File: config.mk
export PLATFORM = sky130hd
export DESIGN_NAME = bp_be_dcache_lrsc_monitor
export DESIGN_NICKNAME = d
export VERILOG_FILES = /design/src/rtl/bp_be_dcache_pkg.sv /design/src/rtl/bsg_counter_clear_up.sv /design/src/rtl/bp_be_dcache_lrsc_monitor.sv
export SDC_FILE = /design/constraint.sdc
export NUM_CORES = 1
export LEC_CHECK = 0
export ABC_AREA = 1
export CAP_MARGIN = 20
export CORE_MARGIN = 2
export CORE_UTILIZATION = 37
export DETAILED_ROUTE_END_ITERATION = 6
export PLACE_DENSITY = 0.76
export SLEW_MARGIN = 40
export SYNTH_ARGS = -nofsm -noshare
export SYNTH_HDL_FRONTEND = slang
export SYNTH_SLANG_ARGS = --single-unit
File: constraint.sdc
create_clock -name clk_i -period 1.2 [get_ports clk_i]
set_input_delay 0.24 -clock clk_i [delete_from_list [all_inputs] [get_ports clk_i]]
set_output_delay 0.24 -clock clk_i [all_outputs]
set_load 0.05 [all_outputs]
File: src/rtl/bp_be_dcache_pkg.sv
// Shared dcache backend types: the LR/SC reservation FSM states.
package bp_be_dcache_pkg;

    typedef enum logic [1:0] {
        e_lrsc_idle,
        e_lrsc_hold,
        e_lrsc_reserved
    } bp_be_lrsc_state_e;

endpackage

File: src/rtl/bsg_counter_clear_up.sv
// Up counter with synchronous clear that saturates at max_val_p instead of wrapping.
module bsg_counter_clear_up #(
    parameter int max_val_p = 16,
    parameter int width_p   = (max_val_p > 0) ? $clog2(max_val_p + 1) : 1
) (
    input  logic               clk_i,
    input  logic               reset_i,
    input  logic               clear_i,
    input  logic               up_i,
    output logic [width_p-1:0] count_o
);

    localparam logic [width_p-1:0] max_lp = width_p'(max_val_p);

    always_ff @(posedge clk_i) begin
        if (reset_i || clear_i) begin
            count_o <= '0;
        end else if (up_i && (count_o != max_lp)) begin
            count_o <= count_o + 1'b1;
        end
    end

endmodule

File: src/rtl/bp_be_dcache_lrsc_monitor.sv
// Single-hart LR/SC reservation tracker: judges SC success and refuses
// invalidations to the reserved line for a short window after each LR.
module bp_be_dcache_lrsc_monitor
    import bp_be_dcache_pkg::*;
#(
    parameter int paddr_width_p        = 40,
    parameter int block_offset_width_p = 6,
    parameter int lr_hold_p            = 16
) (
    input  logic                                          clk_i,
    input  logic                                          reset_i,
    input  logic                                          flush_i,
    input  logic                                          v_i,
    input  logic                                          lr_op_i,
    input  logic                                          sc_op_i,
    input  logic                                          store_op_i,
    input  logic [paddr_width_p-1:0]                      paddr_i,
    input  logic                                          inv_v_i,
    input  logic [paddr_width_p-1:0]                      inv_addr_i,
    output logic                                          inv_yumi_o,
    output logic                                          sc_v_o,
    output logic                                          sc_success_o,
    output logic                                          reservation_v_o,
    output logic [paddr_width_p-block_offset_width_p-1:0] reservation_addr_o
);

    localparam int line_width_lp = paddr_width_p - block_offset_width_p;
    localparam int cnt_width_lp  = (lr_hold_p > 0) ? $clog2(lr_hold_p + 1) : 1;
    localparam logic [cnt_width_lp-1:0] hold_last_lp =
        (lr_hold_p > 0) ? cnt_width_lp'(lr_hold_p - 1) : '0;

    bp_be_lrsc_state_e state_r, state_n;
    logic [line_width_lp-1:0] line_r, line_n;
    logic sc_v_r, sc_v_n, sc_success_r, sc_success_n;
    logic [cnt_width_lp-1:0] hold_cnt;

    logic [line_width_lp-1:0] op_line, inv_line;
    logic commit, lr_commit, sc_commit, st_commit;
    logic match_inv, match_op, in_hold, in_reserved;
    logic unused_offset_bits;

    assign op_line  = paddr_i[paddr_width_p-1:block_offset_width_p];
    assign inv_line = inv_addr_i[paddr_width_p-1:block_offset_width_p];
    assign unused_offset_bits = ^{paddr_i[block_offset_width_p-1:0],
                                  inv_addr_i[block_offset_width_p-1:0]};

    assign commit    = v_i & ~flush_i;
    assign lr_commit = commit & lr_op_i;
    assign sc_commit = commit & sc_op_i;
    assign st_commit = commit & store_op_i & ~sc_op_i;

    assign match_inv   = inv_v_i & (inv_line == line_r);
    assign match_op    = (op_line == line_r);
    assign in_hold     = (state_r == e_lrsc_hold);
    assign in_reserved = (state_r == e_lrsc_reserved);

    // The only refusal: a matching invalidation while the post-LR window is open.
    assign inv_yumi_o = inv_v_i & ~(in_hold & match_inv);

    bsg_counter_clear_up #(
        .max_val_p (lr_hold_p),
        .width_p   (cnt_width_lp)
    ) hold_counter (
        .clk_i   (clk_i),
        .reset_i (reset_i),
        .clear_i (lr_commit | flush_i),
        .up_i    (in_hold),
        .count_o (hold_cnt)
    );

    always_comb begin
        state_n      = state_r;
        line_n       = line_r;
        sc_v_n       = 1'b0;
        sc_success_n = 1'b0;
        if (flush_i) begin
            state_n = e_lrsc_idle;
        end else if (lr_commit) begin
            line_n  = op_line;
            state_n = (lr_hold_p > 0) ? e_lrsc_hold : e_lrsc_reserved;
        end else if (sc_commit) begin
            // An invalidation accepted in the same cycle beats the SC.
            sc_v_n       = 1'b1;
            sc_success_n = (state_r != e_lrsc_idle) & match_op
                         & ~(in_reserved & match_inv);
            state_n      = e_lrsc_idle;
        end else if (st_commit && match_op && (state_r != e_lrsc_idle)) begin
            state_n = e_lrsc_idle;
        end else if (in_reserved && match_inv) begin
            state_n = e_lrsc_idle;
        end else if (in_hold && (hold_cnt == hold_last_lp)) begin
            state_n = e_lrsc_reserved;
        end
    end

    always_ff @(posedge clk_i) begin
        if (reset_i) begin
            state_r      <= e_lrsc_idle;
            line_r       <= '0;
            sc_v_r       <= 1'b0;
            sc_success_r <= 1'b0;
        end else begin
            state_r      <= state_n;
            line_r       <= line_n;
            sc_v_r       <= sc_v_n;
            sc_success_r <= sc_success_n;
        end
    end

    assign sc_v_o             = sc_v_r;
    assign sc_success_o       = sc_success_r;
    assign reservation_v_o    = (state_r != e_lrsc_idle);
    assign reservation_addr_o = line_r;

endmodule

== After elaboration in Yosys (flattened, before gate mapping) ==
Index checks and enable logic that the tools add are counted.
Cells by class
  add/subtract/negate cells: 1
  eq/ne operators: 6
  mux-type cells: 6
  bitwise operators: 17
  reduce and logical (&&, ||, !) cells: 13
Operator list (number)
  34-bit equality test: 2
  1-bit AND: 11
  1-bit 2-to-1 mux: 6
  6-bit OR reduction: 1
  5-bit by 1-bit adder with 5-bit output (second input constant): 1
  5-bit by 4-bit equality test with 1-bit output (second input constant): 1
  1-bit logical AND: 5
  5-bit inequality test (second input constant): 1
  1-bit NOT: 5
  5-bit nonzero test: 1
  4-bit OR reduction: 1
  3-bit OR reduction: 1
  2-bit by 1-bit equality test with 1-bit output (second input constant): 1
  2-bit equality test (second input constant): 1
  2-bit AND reduction: 1
  2-bit nonzero test: 1
  2-bit OR reduction: 1
  1-bit logical OR: 1
  1-bit OR: 1
Storage, ports and cells
  register bits after elaboration: 43
  input bits: 88
  output and inout bits: 38
  word-level logic and storage cells: 49

== Logic depth before layout (Yosys ltp) ==
Gate-level depths: netlist of the first run.
  depth in word-level cells: 9
  depth in mapped cells: 11
  mapped depth without buffers: 11

== Modules after synthesis ==
From an unflattened synthesis of the first run, not the netlist that was laid out.
Second synthesis, totals
  cell total of the unflattened synthesis: 488
  area total of the unflattened synthesis: 2886.5 um2
Modules (own cells, without submodules)
  bp_be_dcache_lrsc_monitor: times used 1, cells each 448, area an instance 2613.8 um2, sequential area each 760.7 um2
  bsg_counter_clear_up: times used 1, cells each 40, area an instance 272.8 um2, sequential area each 100.1 um2

== Worst setup path before layout of the first run ==
OpenSTA, ideal clock, no wires.
  path type: reg-to-output
  from: reg line_r[15], in the netlist reservation_addr_o[15]
  to: out inv_yumi_o
  arrival time: 1.603 ns
  required time: 0.960 ns
  slack: -0.643 ns
  cell stages (with the launch flop): 8
  path buffers: 0
  cells stage by stage: dfxtp_1 -> inv_1 -> or2_2 -> nand4_1 -> nor2_1 -> nand3_1 -> nand2_1 -> inv_1
Between the ends
  cells in the longest elaborated chain, start to end: 5
Ends and longest elaborated chain
  from (decl): line bp_be_dcache_lrsc_monitor.sv:33  | logic [line_width_lp-1:0] line_r, line_n;
  from (signal assigned): line bp_be_dcache_lrsc_monitor.sv:104  | line_r <= line_n;
  34-bit equality test: line bp_be_dcache_lrsc_monitor.sv:52  | assign match_inv = inv_v_i & (inv_line == line_r);
  1-bit AND: line bp_be_dcache_lrsc_monitor.sv:52
  1-bit AND: line bp_be_dcache_lrsc_monitor.sv:58  | assign inv_yumi_o = inv_v_i & ~(in_hold & match_inv);
  1-bit NOT: line bp_be_dcache_lrsc_monitor.sv:58
  1-bit AND: line bp_be_dcache_lrsc_monitor.sv:58
  to (decl): line bp_be_dcache_lrsc_monitor.sv:20  | output logic inv_yumi_o,
No other way between the ends.

== Worst setup path in the final report of the first run ==
  from: in inv_addr_i[17]
  to: out inv_yumi_o
Between the ends
  cells in the longest elaborated chain, start to end: 5
Ends and longest elaborated chain
  from (decl): line bp_be_dcache_lrsc_monitor.sv:19  | input logic [paddr_width_p-1:0] inv_addr_i,
  34-bit equality test: line bp_be_dcache_lrsc_monitor.sv:52
  1-bit AND: line bp_be_dcache_lrsc_monitor.sv:52
  1-bit AND: line bp_be_dcache_lrsc_monitor.sv:58
  1-bit NOT: line bp_be_dcache_lrsc_monitor.sv:58
  1-bit AND: line bp_be_dcache_lrsc_monitor.sv:58
No other way between the ends.

==> results of run 1 <==
kinds of logic (layout without fill, tap and decap cells):
group	after synthesis	after routing	synth area share
simple gates	202	202	0.308
compound gates	88	88	0.170
buf+inv	82	271	0.119
flops	43	43	0.323
xor+xnor	20	20	0.0658
fa+ha+maj	3	3	0.0141
synthesized netlist by cell type, drive strengths merged:
cell / count / area share
nand2: 137 / 0.19
xnor2: 14 / 0.046
nor2b: 1 / 0.0024
nor3: 3 / 0.0075
or2: 3 / 0.0070
xor2: 6 / 0.020
o22ai: 3 / 0.0070
o21ai: 43 / 0.081
o21a: 1 / 0.0028
a21oi: 39 / 0.073
nor2: 40 / 0.060
a211oi: 1 / 0.0028
inv: 72 / 0.10
nand4: 7 / 0.016
nand3: 11 / 0.021
buf: 6 / 0.011
dfxtp: 43 / 0.32
ha: 3 / 0.014
clkbuf: 4 / 0.0066
o211ai: 1 / 0.0028
worst min-delay path by stage:
stage	end	slack, ps
4_1_cts	sc_v_o	470
2_1_floorplan	reservation_addr_o[20]	300
3_5_place_dp	reservation_addr_o[23]	460
3_3_place_gp	reservation_addr_o[23]	460
5_1_grt	reservation_addr_o[9]	340
6_report	reservation_addr_o[31]	300
cell type report:
cell class | instances | share of cell area
Timing Repair Buffer | 191 | 0.418
Multi-Input combinational cell | 313 | 0.306
Tap cell | 96 | 0.0220
Clock inverter | 2 | 0.00253
Inverter | 72 | 0.0521
Clock buffer | 6 | 0.0172
Sequential cell | 43 | 0.182
routing by layer:
metal / vias up / share of wire / routed length [µm] / GRT usage
met4: 0 / 0.014 / 148 / 0.0661
met3: 14 / 0.073 / 766 / 0.0504
met5: - / 0 / 0 / 0
met1: 1633 / 0.39 / 4110 / 0.298
met2: 149 / 0.52 / 5420 / 0.453
li1: 1754 / - / - / -
worst max-delay path: stages:
cell                              delay (ps)
sky130_fd_sc_hd__clkdlybuf4s50_1         480
sky130_fd_sc_hd__inv_1                    50
sky130_fd_sc_hd__nand2_1                  60
sky130_fd_sc_hd__nand4_1                 140
sky130_fd_sc_hd__nor2_2                  150
sky130_fd_sc_hd__nand2_1                  80
sky130_fd_sc_hd__nor2_2                  150
sky130_fd_sc_hd__nand3_1                 110
sky130_fd_sc_hd__nand2_2                 100
sky130_fd_sc_hd__clkinvlp_4               80
sky130_fd_sc_hd__buf_8                   150
stage by stage:
stage / hold WS (ps) / TNS, ps
floorplan: 299 / -667
global placement: 458 / -13140
detailed placement: 465 / -15030
CTS: 473 / -1650
global route: 337 / -3060
finish: 298 / -2280
cell usage in the layout (no fill, tap or decap), types with 5 or more instances in the layout:
cell type | synthesis | final
sky130_fd_sc_hd__nand2_1 | 136 | 120
sky130_fd_sc_hd__nor2_2 | 4 | 11
sky130_fd_sc_hd__dfxtp_1 | 43 | 5
sky130_fd_sc_hd__nand3_2 | 0 | 6
sky130_fd_sc_hd__dlymetal6s2s_1 | 0 | 11
sky130_fd_sc_hd__nor2_1 | 36 | 27
sky130_fd_sc_hd__o21ai_0 | 38 | 24
sky130_fd_sc_hd__dfxtp_2 | 0 | 5
sky130_fd_sc_hd__xnor2_1 | 14 | 13
sky130_fd_sc_hd__nand3_1 | 11 | 5
sky130_fd_sc_hd__dfxtp_4 | 0 | 33
sky130_fd_sc_hd__nand4_1 | 7 | 7
sky130_fd_sc_hd__inv_2 | 15 | 25
sky130_fd_sc_hd__clkbuf_8 | 0 | 5
sky130_fd_sc_hd__o21ai_1 | 5 | 18
sky130_fd_sc_hd__inv_1 | 57 | 43
sky130_fd_sc_hd__xor2_1 | 6 | 6
sky130_fd_sc_hd__nand2_2 | 1 | 15
sky130_fd_sc_hd__buf_6 | 0 | 23
sky130_fd_sc_hd__a21oi_1 | 39 | 35
sky130_fd_sc_hd__clkdlybuf4s50_1 | 0 | 60
sky130_fd_sc_hd__buf_12 | 0 | 40
sky130_fd_sc_hd__buf_4 | 0 | 50
repair_timing:
item                                    4_1_cts  5_1_grt
gates resized for setup                      48       70
cloned                                        2        0
endpoints found under the setup margin       23       33
endpoints found under the hold margin         0        0
setup buffers                                 2        4
pin swaps                                     9       37
power breakdown:
part | switching, W | internal, W | total, W
combinational | 0.000736 | 0.000799 | 0.00154
sequential | 0.0000508 | 0.00145 | 0.00150
clock | 0.000571 | 0.000538 | 0.00111
flip-flops by register name, summed over array words and instances (netlist names):
register	flops
sc_success_o	1
reservation_addr_o	34
hold_counter.count_o	5
state_r	2
sc_v_o	1
==> reports/metrics.yaml, run 1 <==
slew_headroom: 0.811
clk_pin_slew_worst_paths_ps: 90
grt_pass1_vias: 3429
drt-initial-drc-count: 169
yosys_warnings: 0
port_buffers: 113
placed_cells_incl_taps: 709
dpl_cell_area_um2: 4940
area_of_the_multi_input_gates_um2: 1670
synth_seq_cells: 43
sequential_cell_area_um2: 991
power_density_nw_per_um2: 761
hold_path_class: "primary input to flip-flop"
worst_setup_path_end_kind: "output pin"
gp_routability_congestion: 0.884
period_share: 1.71
detail_route.first_pass.iterations: 5
post_route_skew_ps: 9.06
drtAntennaViolNets: 0
final_design_area_no_fill_um2: 5450
drc: 0
status: "finished, violations left"
synth_sequential_area_ratio: 0.323
row_cnt: 30
diodes: 0
crit_required_ps: 960
r2r_setup_slack_ps: -340
tritoncts: "yes"
startpoint_type: "primary input"
drive_gt1_frac: 0.384
finalNetCount: 717
hold_depth: 3
worstPathArrival_ps: 1810
die_height_um: 88.8
n_fill_cell: 447
maxCapViolCount: 0
cts-buffers-inserted: 5
die_area_um2: 7890
cts_max_level: 2
post-layout-total-power_w: 0.00415
slew_viol_final: 0
rr_worst_depth: 11
crit-reg2reg-launch: "reservation_addr_o[25]"
timing.critical_path.fanout_max: 2
netlist-cell-type-count: 27
routed_wl_mm: 10.4
rsz_0062_raised_after_global_routing: "true"
synthCells: 438
grt.overflow.total: 0
route.detailed.wl_per_inst_um: 14.4
post_synth.cell_area_avg_um2: 6.08
floorplan.initialDensity: 0.388
track_usage: 0.249
timing.setup.critical_path_class: "primary input to output pin"
layout_min_cycle_time_ps: 2050
failed_checks: "negative setup slack"
coreArea_um2: 6870
insertion_delay_ps: 300
launch_point_of_the_worst_hold_path: "paddr_i[37]"
synth_area_um2: 2660
largest_net_degree_at_the_start_of_global_routing: 24
power.ir.vdd_worst_mv: 0.682
timing.critical_path.from: "inv_addr_i[17]"
total_count_of_hold_check_failures_in_the_final_report: 0
dr_total_vias: 3550
synth_fp_nets: 529
max_clock_freq_mhz: 489
setup_viol: 10
cts_hold_buf: 0
worst-slew-pin-transition_ps: 280
cts_max_path_buffers: 2
post-dp-hpwl_mm: 7.37
route.detailed.vias_per_inst: 4.91
grt_antenna_before_repair: 0
critical_path.reg2reg.endpoint: "state_r[0]"
ioPinCount: 126
place_worst_setup_slack_ps: -925
setup_slack_ps: -847
wire_length_of_the_first_global_routing_pass_mm: 15.2
critPathCapture: "inv_yumi_o"
finalNonFillerCells: 723
postLayoutCoreUtil: 0.793
cts.sinks: 43
ctsRootBufferMaster: "sky130_fd_sc_hd__clkbuf_8"
die_width_um: 88.8
flow.area_growth_from_synthesis_pct: 105
total_leakage_power_nw: 2.46
No activity file was read; power rests on OpenSTA's default activity.
==> inputs of run 2 (changes only) <==
- CORE_UTILIZATION: 37 -> 45
- PLACE_DENSITY: 0.76 -> 0.87
- clock period: 1.2 -> 2.55 ns (I/O delays scaled with it)
==> run 2 against run 1 <==
The run now ends clean. Flip-flop and latch count unchanged. Die area down 17%. Cell count down 13%. Core utilization down 11 points. Total power down 57%. First-iteration DRC count down 3.0%. Clock-buffer cell count down 1. Critical path type unchanged. Highest routed layer unchanged.
==> reports/metrics.yaml, run 2 (same netlist as run 1, synthesis figures left out) <==
status: "completed"  # was finished, violations left
final_design_area_no_fill_um2: 3990  # was 5450 µm²
wire_length_of_the_first_global_routing_pass_mm: 13.0  # was 15.2 mm
worstPathArrival_ps: 1920  # was 1810 ps
r2r_setup_slack_ps: 1010  # was -340 ps
most-common-layout-cells: "sky130_fd_sc_hd__nand2_1, sky130_fd_sc_hd__clkdlybuf4s50_1, sky130_fd_sc_hd__inv_1"  # was sky130_fd_sc_hd__nand2_1, sky130_fd_sc_hd__clkdlybuf4s50_1, sky130_fd_sc_hd__buf_4
layout_min_cycle_time_ps: 2430
drtAntennaViolNets: 0  # unchanged
route.detailed.wl_per_inst_um: 13.3  # was 14.4 µm
cts_hold_buf: 0  # unchanged
maxCapViolCount: 0  # unchanged
power_density_nw_per_um2: 446  # was 761 nW/µm²
worst-slew-pin-transition_ps: 565  # was 280 ps
rsz_0062_raised_after_global_routing: "false"  # was true
die_width_um: 80.9  # was 88.8 µm
critical_path.reg2reg.endpoint: "state_r[0]"  # unchanged
insertion_delay_ps: 310  # was 300 ps
routed_wl_mm: 8.34  # was 10.4 mm
worst_path_dominant_cell_family: "simple AND/OR/NAND/NOR gates"  # unchanged
n_fill_cell: 538  # was 447
detail_route.first_pass.iterations: 5  # unchanged
route.detailed.vias_per_inst: 5.04  # was 4.91
cts_max_level: 2  # unchanged
drive_gt1_frac: 0.0726  # was 0.384
tritoncts: "yes"  # unchanged
floorplan.initialDensity: 0.458  # was 0.388
total_count_of_hold_check_failures_in_the_final_report: 0  # unchanged
cts_max_path_buffers: 2  # unchanged
crit-reg2reg-launch: "reservation_addr_o[31]"  # was reservation_addr_o[25]
port_buffers: 113  # unchanged
setup-tns-final_ps: 0  # was -2280 ps
total_leakage_power_nw: 1.74  # was 2.46 nW
period_share: 0.954
drt-initial-drc-count: 164  # was 169
post-dp-hpwl_mm: 6.55  # was 7.37 mm
timing.critical_path.fanout_max: 2  # unchanged
drc: 0  # unchanged
cts_repair_resize_count: 0  # was 48
worst_setup_path_end_kind: "output pin"  # unchanged
max_clock_freq_mhz: 411
diodes: 0  # unchanged
rr_worst_depth: 11  # unchanged
grt_antenna_before_repair: 0  # unchanged
area_of_the_multi_input_gates_um2: 1490  # was 1670 µm²
power.ir.vdd_worst_mv: 0.287  # was 0.682 mV
startpoint_type: "primary input"  # unchanged
coreArea_um2: 5820  # was 6870 µm²
hold_depth: 2  # was 3
cp.buffers_inverters: 3  # was 4
grt.overflow.total: 0  # unchanged
slew_headroom: 0.622  # was 0.811
flow.area_growth_from_synthesis_pct: 49.9  # was 105%
cts-buffers-inserted: 5  # unchanged
hold-worst-slack_ps: 511  # was 298 ps
setup_viol: 0  # was 10
slew_viol_final: 0  # unchanged
timing.setup.critical_path_class: "primary input to output pin"  # unchanged
dr_total_vias: 3156  # was 3550
hold_path_end: "reservation_addr_o[30]"  # was reservation_addr_o[31]
ioPinCount: 126  # unchanged
largest_register_ff_count: 34  # unchanged
launch_point_of_the_worst_hold_path: "reservation_addr_o[30]"  # was paddr_i[37]
postCtsSetupRepairBufs: 0  # was 2
gp_routability_congestion: 0.918  # was 0.884
largest_net_degree_at_the_start_of_global_routing: 65  # was 24
dpl_cell_area_um2: 3860  # was 4940 µm²
sequential_cell_area_um2: 861  # was 991 µm²
cts.sinks: 43  # unchanged
row_cnt: 28  # was 30
ctsRootBufferMaster: "sky130_fd_sc_hd__clkbuf_8"  # unchanged
critical_path.max_stage_delay_ps: 440  # was 480 ps
post_route_skew_ps: 7.95  # was 9.06 ps
clk_pin_slew_worst_paths_ps: 80  # was 90 ps
cell_with_the_largest_stage_delay_on_the_worst_path: "sky130_fd_sc_hd__clkdlybuf4s50_1"  # unchanged
hold_path_class: "flip-flop to flip-flop"  # was primary input to flip-flop
most_common_library_cell_in_the_layout_ignoring_fill_and_taps: "sky130_fd_sc_hd__nand2_1"  # unchanged
path_cells: "clkdlybuf4s50_1 -> nand2_1 -> o21ai_0 -> nor2_1 -> nand2_1 -> nor2_1 -> nand2_1 -> nor2_2 -> nand3_1 -> nand2_1 -> inv_1 -> buf_6"  # was clkdlybuf4s50_1 -> inv_1 -> nand2_1 -> nand4_1 -> nor2_2 -> nand2_1 -> nor2_2 -> nand3_1 -> nand2_2 -> clkinvlp_4 -> buf_8
die_height_um: 80.9  # was 88.8 µm
crit_required_ps: 2040  # was 960 ps
grt_pass1_vias: 2874  # was 3429
track_usage: 0.258  # was 0.249
most_prevalent_standard_cell_on_the_critical_path: "sky130_fd_sc_hd__nand2_1"
die_area_um2: 6550  # was 7890 µm²
finalNetCount: 641  # was 717
[run 2: cell types whose count changed in the layout (fill, tap and decap cells not counted), moves of 13 or more]
cell                              delta
sky130_fd_sc_hd__o21ai_1            -13
sky130_fd_sc_hd__dfxtp_1            +38
sky130_fd_sc_hd__buf_4              -48
sky130_fd_sc_hd__nand2_2            -13
sky130_fd_sc_hd__dfxtp_4            -33
sky130_fd_sc_hd__o21ai_0            +14
sky130_fd_sc_hd__buf_6              -22
sky130_fd_sc_hd__clkdlybuf4s50_1    +47
sky130_fd_sc_hd__nand2_1            +15
sky130_fd_sc_hd__buf_12             -40
[run 2: final cells by class]
type                       instances  area share
multi-input combinational        313       0.374
tap                               75      0.0235
clock inverter                     3      0.0110
inverter                          72      0.0677
timing repair buffer             115       0.291
clock buffer                       5      0.0172
sequential                        43       0.216
[run 2: stage by stage]
stage | utilization | setup slack [ps] | std cells | total power [W]
finish | 0.686 | 117 | 626 | 0.00178
global route | 0.686 | 5.66 | 626 | 0.00186
CTS | 0.682 | 33.9 | 626 | 0.00179
detailed placement | 0.663 | 42.6 | 618 | 0.00124
global placement | 0.663 | 40.6 | 618 | 0.00123
floorplan | - | 437 | 438 | 0.00101
[run 2: worst max path at each step]
| stage | start | endpoint | slack (ps) | cells past startpoint |
|---|---|---|---|---|
| final | inv_addr_i[35] | inv_yumi_o | 120 | 12 |
| after floorplan | reservation_addr_o[15] | inv_yumi_o | 440 | 7 |
| after detailed placement | inv_addr_i[38] | inv_yumi_o | 40 | 10 |
| after global placement | inv_addr_i[9] | inv_yumi_o | 40 | 13 |
| after CTS | inv_addr_i[38] | inv_yumi_o | 30 | 10 |
| after global routing | inv_addr_i[28] | inv_yumi_o | 6 | 13 |
[run 2: where the power goes]
part	switching, W	internal (W)	leakage [nW]
registers	0.0000294	0.000699	0.351
clock network	0.000257	0.000292	0.0581
logic	0.000278	0.000226	1.33
total	0.000564	0.00122	1.74
[run 2: tightest hold or removal path, delay by kind of cell (launching register included)]
kind,cells,cell delay [ps]
DFF,1,350
buffers and inverters,1,70
AOI/OAI and AO/OA,1,50
[run 2: metal layers]
layer  up-vias  track usage  routed length [µm]
met4         0       0.0966                 210
met1      1408        0.307                3340
li1       1589            -                   -
met3        19       0.0500                 626
met5         -            0                   0
met2       140        0.458                4170
